File: config.mk
export PLATFORM = sky130hd
export DESIGN_NAME = snr_gate_ctrl
export DESIGN_NICKNAME = d
export VERILOG_FILES = /design/src/rtl/pitch_detect_pkg.sv /design/src/rtl/hold_counter.sv /design/src/rtl/snr_gate_ctrl.sv
export SDC_FILE = /design/constraint.sdc
export NUM_CORES = 1
export LEC_CHECK = 0
export CAP_MARGIN = 10
export CORE_MARGIN = 5
export CORE_UTILIZATION = 50
export DETAILED_ROUTE_END_ITERATION = 6
export PLACE_DENSITY = 0.77
export SETUP_SLACK_MARGIN = 0.2
export SLEW_MARGIN = 15
export SYNTH_ARGS = -nofsm -noshare
export SYNTH_HDL_FRONTEND = slang
export SYNTH_SLANG_ARGS = --single-unit
File: constraint.sdc
create_clock -name clk -period 6.74 [get_ports clk]
set_clock_uncertainty 0.15 [all_clocks]
set_input_delay 2.022 -clock clk [delete_from_list [all_inputs] [get_ports clk]]
set_output_delay 2.022 -clock clk [all_outputs]
set_load 0.03 [all_outputs]
File: src/rtl/pitch_detect_pkg.sv
// Shared types and default constants for the pitch-detect SNR gate sequencer.
package pitch_detect_pkg;

  typedef enum logic [1:0] {
    ST_IDLE    = 2'd0,
    ST_CAL     = 2'd1,
    ST_SETTLE  = 2'd2,
    ST_MONITOR = 2'd3
  } snr_gate_state_e;

  localparam int DEF_SNR_WIDTH      = 16;
  localparam int DEF_CAL_SAMPLES    = 4096;
  localparam int DEF_SETTLE_SAMPLES = 256;
  localparam int DEF_ON_THRESH_DB   = 12;
  localparam int DEF_OFF_THRESH_DB  = 6;
  localparam int DEF_HOLD_SAMPLES   = 480;
  localparam int DEF_RECAL_SAMPLES  = 48000;

  function automatic int max_int(input int a, input int b);
    return (a > b) ? a : b;
  endfunction

endpackage

File: src/rtl/hold_counter.sv
// Saturating run-length counter: counts qualifying enabled samples, clears on a
// non-qualifying one, and pulses o_tc (combinationally) on the TERMINAL-th in a row.
module hold_counter #(
  parameter int W        = 8,
  parameter int TERMINAL = 4
) (
  input  logic clk,
  input  logic reset_n,
  input  logic i_en,
  input  logic i_qual,
  input  logic i_clr,
  output logic o_tc
);

  logic [W-1:0] r_cnt;
  logic         w_tc;

  assign w_tc = i_en & i_qual & (r_cnt == W'(TERMINAL - 1));
  assign o_tc = w_tc;

  always_ff @(posedge clk or negedge reset_n) begin
    if (!reset_n) begin
      r_cnt <= '0;
    end else if (i_clr || w_tc) begin
      r_cnt <= '0;
    end else if (i_en) begin
      if (!i_qual)
        r_cnt <= '0;
      else if (r_cnt != {W{1'b1}})
        r_cnt <= r_cnt + 1'b1;
    end
  end

endmodule

File: src/rtl/snr_gate_ctrl.sv
// Calibration sequencer and hysteretic, debounced signal_present gate.
// Optional build macro SNR_GATE_AUTO_RECAL_EN adds auto-recal after a long silence.
//
// state   | meaning
// IDLE    | waiting for start
// CAL     | quiet_period high, counting CAL_SAMPLES valid samples
// SETTLE  | counting SETTLE_SAMPLES valid samples, gate held low
// MONITOR | debouncing snr_db into signal_present
module snr_gate_ctrl
  import pitch_detect_pkg::*;
#(
  parameter int SNR_WIDTH      = DEF_SNR_WIDTH,
  parameter int CAL_SAMPLES    = DEF_CAL_SAMPLES,
  parameter int SETTLE_SAMPLES = DEF_SETTLE_SAMPLES,
  parameter int ON_THRESH_DB   = DEF_ON_THRESH_DB,
  parameter int OFF_THRESH_DB  = DEF_OFF_THRESH_DB,
  parameter int HOLD_SAMPLES   = DEF_HOLD_SAMPLES,
  parameter int RECAL_SAMPLES  = DEF_RECAL_SAMPLES
) (
  input  logic                        clk,
  input  logic                        reset_n,
  input  logic                        start,
  input  logic                        recal_req,
  input  logic                        sample_valid,
  input  logic signed [SNR_WIDTH-1:0] snr_db,
  input  logic                        snr_valid,
  output logic                        quiet_period,
  output logic                        cal_done,
  output logic                        signal_present,
  output logic                        gate_edge,
  output logic [1:0]                  state
);

  localparam int CW = $clog2(max_int(max_int(CAL_SAMPLES, SETTLE_SAMPLES),
                                     max_int(HOLD_SAMPLES, RECAL_SAMPLES))) + 1;
  localparam logic signed [SNR_WIDTH-1:0] ON_T  = SNR_WIDTH'(ON_THRESH_DB);
  localparam logic signed [SNR_WIDTH-1:0] OFF_T = SNR_WIDTH'(OFF_THRESH_DB);

  snr_gate_state_e r_state, w_state_nxt;
  logic [CW-1:0]   r_cnt, w_cnt_nxt;
  logic            r_cal_done, w_cal_done_nxt;
  logic            r_gate, w_gate_nxt;
  logic            r_quiet, r_edge;

  logic w_mon, w_recal, w_hold_en, w_hold_qual, w_hold_clr, w_hold_tc, w_idle_tc;

  assign w_mon       = (r_state == ST_MONITOR);
  assign w_hold_en   = w_mon & snr_valid;
  assign w_hold_qual = r_gate ? (snr_db < OFF_T) : (snr_db >= ON_T);
  assign w_recal     = recal_req | w_idle_tc;
  assign w_hold_clr  = ~w_mon | w_recal;

  hold_counter #(.W(CW), .TERMINAL(HOLD_SAMPLES)) u_hold (
    .clk     (clk),
    .reset_n (reset_n),
    .i_en    (w_hold_en),
    .i_qual  (w_hold_qual),
    .i_clr   (w_hold_clr),
    .o_tc    (w_hold_tc)
  );

`ifdef SNR_GATE_AUTO_RECAL_EN
  logic w_idle_clr;
  // The idle counter clears itself on its own terminal count, so only the
  // external request feeds its clear (avoids a loop through w_recal).
  assign w_idle_clr = ~w_mon | recal_req;

  hold_counter #(.W(CW), .TERMINAL(RECAL_SAMPLES)) u_idle (
    .clk     (clk),
    .reset_n (reset_n),
    .i_en    (w_hold_en),
    .i_qual  (~r_gate),
    .i_clr   (w_idle_clr),
    .o_tc    (w_idle_tc)
  );
`else
  assign w_idle_tc = 1'b0;
`endif

  always_comb begin
    w_state_nxt    = r_state;
    w_cnt_nxt      = r_cnt;
    w_cal_done_nxt = r_cal_done;
    w_gate_nxt     = r_gate;
    unique case (r_state)
      ST_IDLE: begin
        if (start) begin
          w_state_nxt = ST_CAL;
          w_cnt_nxt   = '0;
        end
      end
      ST_CAL: begin
        if (recal_req) begin
          w_cnt_nxt = '0;
        end else if (sample_valid) begin
          if (r_cnt == CW'(CAL_SAMPLES - 1)) begin
            w_state_nxt    = ST_SETTLE;
            w_cal_done_nxt = 1'b1;
            w_cnt_nxt      = '0;
          end else if (r_cnt != {CW{1'b1}}) begin
            w_cnt_nxt = r_cnt + 1'b1;
          end
        end
      end
      ST_SETTLE: begin
        w_gate_nxt = 1'b0;
        if (recal_req) begin
          w_state_nxt = ST_CAL;
          w_cnt_nxt   = '0;
        end else if (sample_valid) begin
          if (r_cnt == CW'(SETTLE_SAMPLES - 1)) begin
            w_state_nxt = ST_MONITOR;
            w_cnt_nxt   = '0;
          end else if (r_cnt != {CW{1'b1}}) begin
            w_cnt_nxt = r_cnt + 1'b1;
          end
        end
      end
      ST_MONITOR: begin
        if (w_recal) begin
          w_state_nxt = ST_CAL;
          w_cnt_nxt   = '0;
          w_gate_nxt  = 1'b0;
        end else if (w_hold_tc) begin
          w_gate_nxt = ~r_gate;
        end
      end
      default: w_state_nxt = ST_IDLE;
    endcase
  end

  always_ff @(posedge clk or negedge reset_n) begin
    if (!reset_n) begin
      r_state    <= ST_IDLE;
      r_cnt      <= '0;
      r_cal_done <= 1'b0;
      r_gate     <= 1'b0;
      r_quiet    <= 1'b0;
      r_edge     <= 1'b0;
    end else begin
      r_state    <= w_state_nxt;
      r_cnt      <= w_cnt_nxt;
      r_cal_done <= w_cal_done_nxt;
      r_gate     <= w_gate_nxt;
      r_quiet    <= (w_state_nxt == ST_CAL);
      r_edge     <= w_gate_nxt ^ r_gate;
    end
  end

  assign quiet_period   = r_quiet;
  assign cal_done       = r_cal_done;
  assign signal_present = r_gate;
  assign gate_edge      = r_edge;
  assign state          = r_state;

endmodule

# Word level (Yosys, flattened, before mapping)
# Cells that the tools add are included.
dict set report classes {
  addsub 2
  order_cmp 2
  mux 27
  n_bitwise 8
  n_eq_ne 14
  n_reduce_logical 6
}
# operator n
set op_table {}
lappend op_table {{two-way mux 17 bit} 13}
lappend op_table {{one-hot mux 17 bit (4 select lines)} 1}
lappend op_table {{adder 17 x 1 -> 17 bit, second input constant} 2}
lappend op_table {{inequality test 17 bit, second input constant} 2}
lappend op_table {{== test 17 x 12 -> 1 bit, second input constant} 1}
lappend op_table {{== test 17 x 8 -> 1 bit, second input constant} 1}
lappend op_table {{== test 17 x 9 -> 1 bit, second input constant} 1}
lappend op_table {{greater-or-equal comparator 16 x 5 -> 1 bit, second input constant} 1}
lappend op_table {{< comparator 16 x 4 -> 1 bit, second input constant} 1}
lappend op_table {{two-way mux 2 bit} 8}
lappend op_table {{inequality test 3 bit, second input constant} 3}
lappend op_table {{one-hot mux 2 bit (4 select lines)} 1}
lappend op_table {{AND reduction 4 bit} 2}
lappend op_table {{== test 2 x 1 -> 1 bit, second input constant} 2}
lappend op_table {{== test 2 bit, second input constant} 2}
lappend op_table {{inequality test 2 bit, second input constant} 2}
lappend op_table {{AND 1 bit} 3}
lappend op_table {{two-way mux 1 bit} 3}
lappend op_table {{NOT 1 bit} 3}
lappend op_table {{logical NOT 2 bit} 1}
lappend op_table {{one-hot mux 1 bit (2 select lines)} 1}
lappend op_table {{AND reduction 2 bit} 1}
lappend op_table {{nonzero test 2 bit} 1}
lappend op_table {{logical OR 1 bit} 1}
lappend op_table {{2 further kinds} 2}
dict set report totals {
  register_bits 40
  word_cells 66
  output_inout_bits 6
  in_bits 22
}

# Depth between registers and ports, before layout
dict set report depth {
  depth_word 8
  mapped_depth 10
  depth_no_buf 9
}

# By module
# Synthesis repeated with hierarchy kept, for this count alone.
dict set report unflattened {
  hier_cells 272
  area_unflattened_um2 2491.1
}
# module area_per_inst_um2 cells_each seq_area_each_um2 n_inst
set by_module_without_submodules {}
lappend by_module_without_submodules {snr_gate_ctrl 1433.9 155 575.6 1}
lappend by_module_without_submodules {hold_counter 1057.3 117 425.4 1}

# Least setup slack after synthesis
# OpenSTA, ideal clock, no wires.
dict set report synth_timing {
  kind {input to register}
  start {input port start}
  end {register r_cnt[13]}
  slack_ns 3.119
  t_arrival_ns 3.389
  stages 5
  path_buffers 1
  setup_ns 0.082
  t_required_ns 6.508
  path_cell_list {and2b_2 > or4_1 > buf_2 > or3_1 > a22oi_2}
}
dict set report synth_between {
  elab_chain_len 2
}
# item line_no
set synth_rtl {}
lappend synth_rtl {{from (decl)} snr_gate_ctrl.sv:22} ;# input logic start,
lappend synth_rtl {{inequality test 2 bit (no source line)} -}
lappend synth_rtl {{AND reduction 4 bit (no source line)} -}
lappend synth_rtl {{to (signal assigned)} snr_gate_ctrl.sv:142} ;# r_cnt <= w_cnt_nxt;
lappend synth_rtl {{to (decl)} snr_gate_ctrl.sv:40} ;# logic [CW-1:0] r_cnt, w_cnt_nxt;
# Every way passes these cells.
# A chain may end at the register's enable or synchronous reset.

# Worst setup path in the final report
dict set report layout_timing {
  start {input port snr_db[6]}
  end {register u_hold.r_cnt[4]}
}
dict set report layout_between {
  elab_chain_len 7
  elab_cells_between_ends 12
  cone_classes {order compare (2); eq/ne (1); mux (4); bitwise (2); reduce/logical (3)}
}
# item line_no
set layout_rtl {}
lappend layout_rtl {{from (decl)} snr_gate_ctrl.sv:25} ;# input logic signed [SNR_WIDTH-1:0] snr_db,
lappend layout_rtl {{greater-or-equal comparator 16 x 5 -> 1 bit or < comparator 16 x 4 -> 1 bit (tied branches)} snr_gate_ctrl.sv:49} ;# assign w_hold_qual = r_gate ? (snr_db < OFF_T) : (snr_db >= ON_T);
lappend layout_rtl {{two-way mux 1 bit *} snr_gate_ctrl.sv:49}
lappend layout_rtl {{AND 1 bit (2 in a row)} hold_counter.sv:18} ;# assign w_tc = i_en & i_qual & (r_cnt == W'(TERMINAL - 1));
lappend layout_rtl {{logical OR 1 bit} hold_counter.sv:24} ;# end else if (i_clr || w_tc) begin
lappend layout_rtl {{inequality test 3 bit (no source line) or nonzero test 2 bit (tied branches)} -}
lappend layout_rtl {{AND reduction 2 bit (no source line)} -}
lappend layout_rtl {{to (signal assigned)} hold_counter.sv:30} ;# r_cnt <= r_cnt + 1'b1;
lappend layout_rtl {{to (decl)} hold_counter.sv:15} ;# logic [W-1:0] r_cnt;
# Every way passes the cells marked *; elsewhere a longest branch is shown, timed or not. The select of a mux whose other input is x is not followed.

==> impl_metrics.py <==
metrics = {
    "sta": {
        "setup_viol": 0,
        "max_freq_mhz": 234,
        "final.setup.tns_ns": 0,
        "fin_crit_ns": 4.28,
        "drv_slew": 0,
        "tightest_slew_ns": 0.918,
        "timing.hold.ws_ns": 0.329,
        "finalCritPeriodShare_pct": 63.5,
        "max_slew_margin_pct": 38.8,
        "timing.final.ws_setup_ns": 2.46,
        "finalHoldViolations": 0,
        "rsz0062_at_grt": "no",
    },
    "global_routing": {
        "grt_pass1_vias": 2140,
        "antenna_found_initial": 0,
        "grt_max_degree": 41,
        "grtUsageTotal_pct": 18.8,
        "grt_overflow": 0,
        "grt_pass1_wl_um": 9920,
    },
    "place": {
        "numPortBuffers": 26,
        "dp.cells": 369,
        "gp_congestion": 0.863,
        "post_dp_cell_area_mm2": 0.00283,
        "hpwl_um": 4090,
        "place_ws_ns": 2.19,
    },
    "floorplanning": {
        "io_pins": 28,
        "die_y_um": 81.2,
        "rows": 25,
        "coreArea_mm2": 0.00482,
        "start_util_pct": 52.5,
        "die_area_mm2": 0.00659,
        "die_width_um": 81.2,
    },
    "yosys": {
        "synth-seq-cells": 40,
        "synth_edf_count": 0,
        "syn_area_per_cell_um2": 8.88,
        "ys.flop_type": "dfrtp_1",
        "syn-cell-area_mm2": 0.00253,
        "syn_nets": 314,
        "ys_async_sr_fraction_pct": 100,
        "yosysUniqueCellTypes": 56,
        "synth_cells": 285,
        "ys_warn_count": 0,
        "ys_seq_area_share_pct": 39.5,
    },
    "route": {
        "drtIter0Drc": 168,
        "vias_per_cell": 6.25,
        "wl_per_cell_um": 15.6,
        "wl_um": 5870,
        "drtPass1Iterations": 4,
        "vias": 2355,
        "antenna_left": 0,
        "drc_errors": 0,
    },
    "layout": {
        "diodes": 0,
        "syn_to_final_growth_pct": 16.3,
        "design_area_mm2": 0.00294,
        "fin_nets": 338,
        "instances_no_fill": 377,
        "drive_gt1_share_pct": 6.45,
        "finalCoreUtilization_pct": 61.1,
    },
    "clocking": {
        "cts_buffer_depth": 2,
        "insertion_delay_ns": 0.29,
        "cts_buffers": 5,
        "cts_sinks": 40,
        "root_buffer": "clkbuf_8",
        "cts_setup_buffers": 0,
        "clk_pin_slew_ns": 0.08,
        "h-tree-depth": 2,
        "holdBufCountCts": 0,
        "cts_tree": "yes",
        "cts_resized": 0,
    },
    "worst_setup_path": {
        "start_kind": "primary input",
        "cpPeakStageDelay_ns": 0.65,
        "worstPathCellList": "clkdlybuf4s50_1, nor4_1, and4_1, o21a_1, nand3_1, o221ai_1",
        "crit_family": "simple AND/OR/NAND/NOR gates",
        "worst-path-buf-inv": 1,
        "critPathSlowestCell": "o21a_1",
        "crit_type": "primary input to flop",
        "crit_path_end_kind": "flop",
        "required_ns": 6.78,
        "cp.arrival_ns": 4.32,
        "crit_fanout": 23,
    },
    "min_path": {
        "hp-class": "flop to flop",
    },
    "power": {
        "power_uw": 484,
        "vdd_ir_drop_max_mv": 0.133,
        "p_leak_nw": 1.14,
        "p_per_area_mw_per_mm2": 164,
    },
    "status": {
        "status": "complete, no violations",
    },
    "job": {
        "max_cap_viol_count": 0,
    },
}
## layout make-up
| type | count | area (um^2) |
|---|---|---|
| Multi-Input combinational cell | 215 | 1410 |
| Timing Repair Buffer | 27 | 263 |
| Fill cell | 440 | 1870 |
| Clock inverter | 2 | 35.0 |
| Sequential cell | 40 | 1000 |
| Tap cell | 67 | 83.8 |
| Inverter | 20 | 75.1 |
| Clock buffer | 6 | 72.6 |
## Yosys cell counts (2+ instances only)
library cell,count,area [um^2]
o2111ai_1,3,26.3
a41oi_1,10,87.6
a31oi_1,11,68.8
and2_1,4,25.0
dfrtp_1,40,1000
o21a_1,3,22.5
and3_1,5,31.3
nand2_1,16,60.1
o21ai_0,14,70.1
o21ai_1,2,10.0
and4_1,2,17.5
clkbuf_1,4,15.0
nand2b_1,3,18.8
nor4_1,7,43.8
nand4_1,12,75.1
o31ai_1,2,15.0
a21oi_1,11,55.1
buf_1,2,7.51
mux2i_1,2,20.0
or3_1,13,81.3
a22oi_1,12,90.1
nand3b_1,6,45.0
nand3_1,14,70.1
nor3_1,8,40.0
xnor2_1,3,26.3
nor2_1,14,52.6
buf_2,3,15.0
inv_1,20,75.1
o22ai_1,3,18.8
nor2b_1,2,12.5
ha_1,7,87.6
or4_1,3,22.5
## layout by cell type, fill, tap and decap left out, types with 4 or more instances in the layout
cell,count
clkbuf_8,5
nor2_1,13
nand2_1,16
or3_1,13
and2_1,4
a22oi_1,12
nand4_1,12
a21oi_1,11
clkdlybuf4s50_1,25
inv_1,20
nand3_1,14
nand3b_1,6
o21ai_0,14
and3_1,5
dfrtp_1,40
ha_1,7
a31oi_1,11
nor3_1,8
nor4_1,7
a41oi_1,10
## path summary, 6_finish.rpt
kind | endpoint | from | slack [ns] | cells after the start
worst max-delay path | u_hold.r_cnt[4] | snr_db[6] | 2.46 | 6
worst min-delay path | cal_done | cal_done | 0.33 | 1
max in group asynchronous | u_hold.r_cnt[6] | reset_n | 4.15 | 1
min in group asynchronous | r_cnt[14] | reset_n | 1.71 | 1
worst min register to register | cal_done | cal_done | 0.33 | 1
worst max register to register | u_hold.r_cnt[4] | u_hold.r_cnt[0] | 3.67 | 9
## logic make-up after synthesis
family	share of synthesized area (%)
compound gates	24.1
xor+xnor	1.38
fa+ha+maj	3.46
buf+inv	4.75
flops	39.5
mux	0.791
simple gates	26.0
## sequential cells by signal (all words and copies together), names as in the netlist
name,flops
signal_present,1
cal_done,1
u_hold.r_cnt,17
gate_edge,1
quiet_period,1
r_cnt,17
state,2
## layer usage
metal	global-route usage (%)	vias to the layer above	part of all wire, %
met5	0	-	0
met4	5.41	0	1.1
met3	4.32	8	6.2
met2	30.8	65	46
met1	24.9	1126	47
li1	-	1156	-
## report_power, final
group / internal [mW] / switching [mW] / total, mW
logic: 0.0181 / 0.0202 / 0.0383
clock network: 0.110 / 0.0850 / 0.195
registers: 0.244 / 0.00614 / 0.250
total: 0.372 / 0.111 / 0.484
Power figures use the tool's default switching activity.
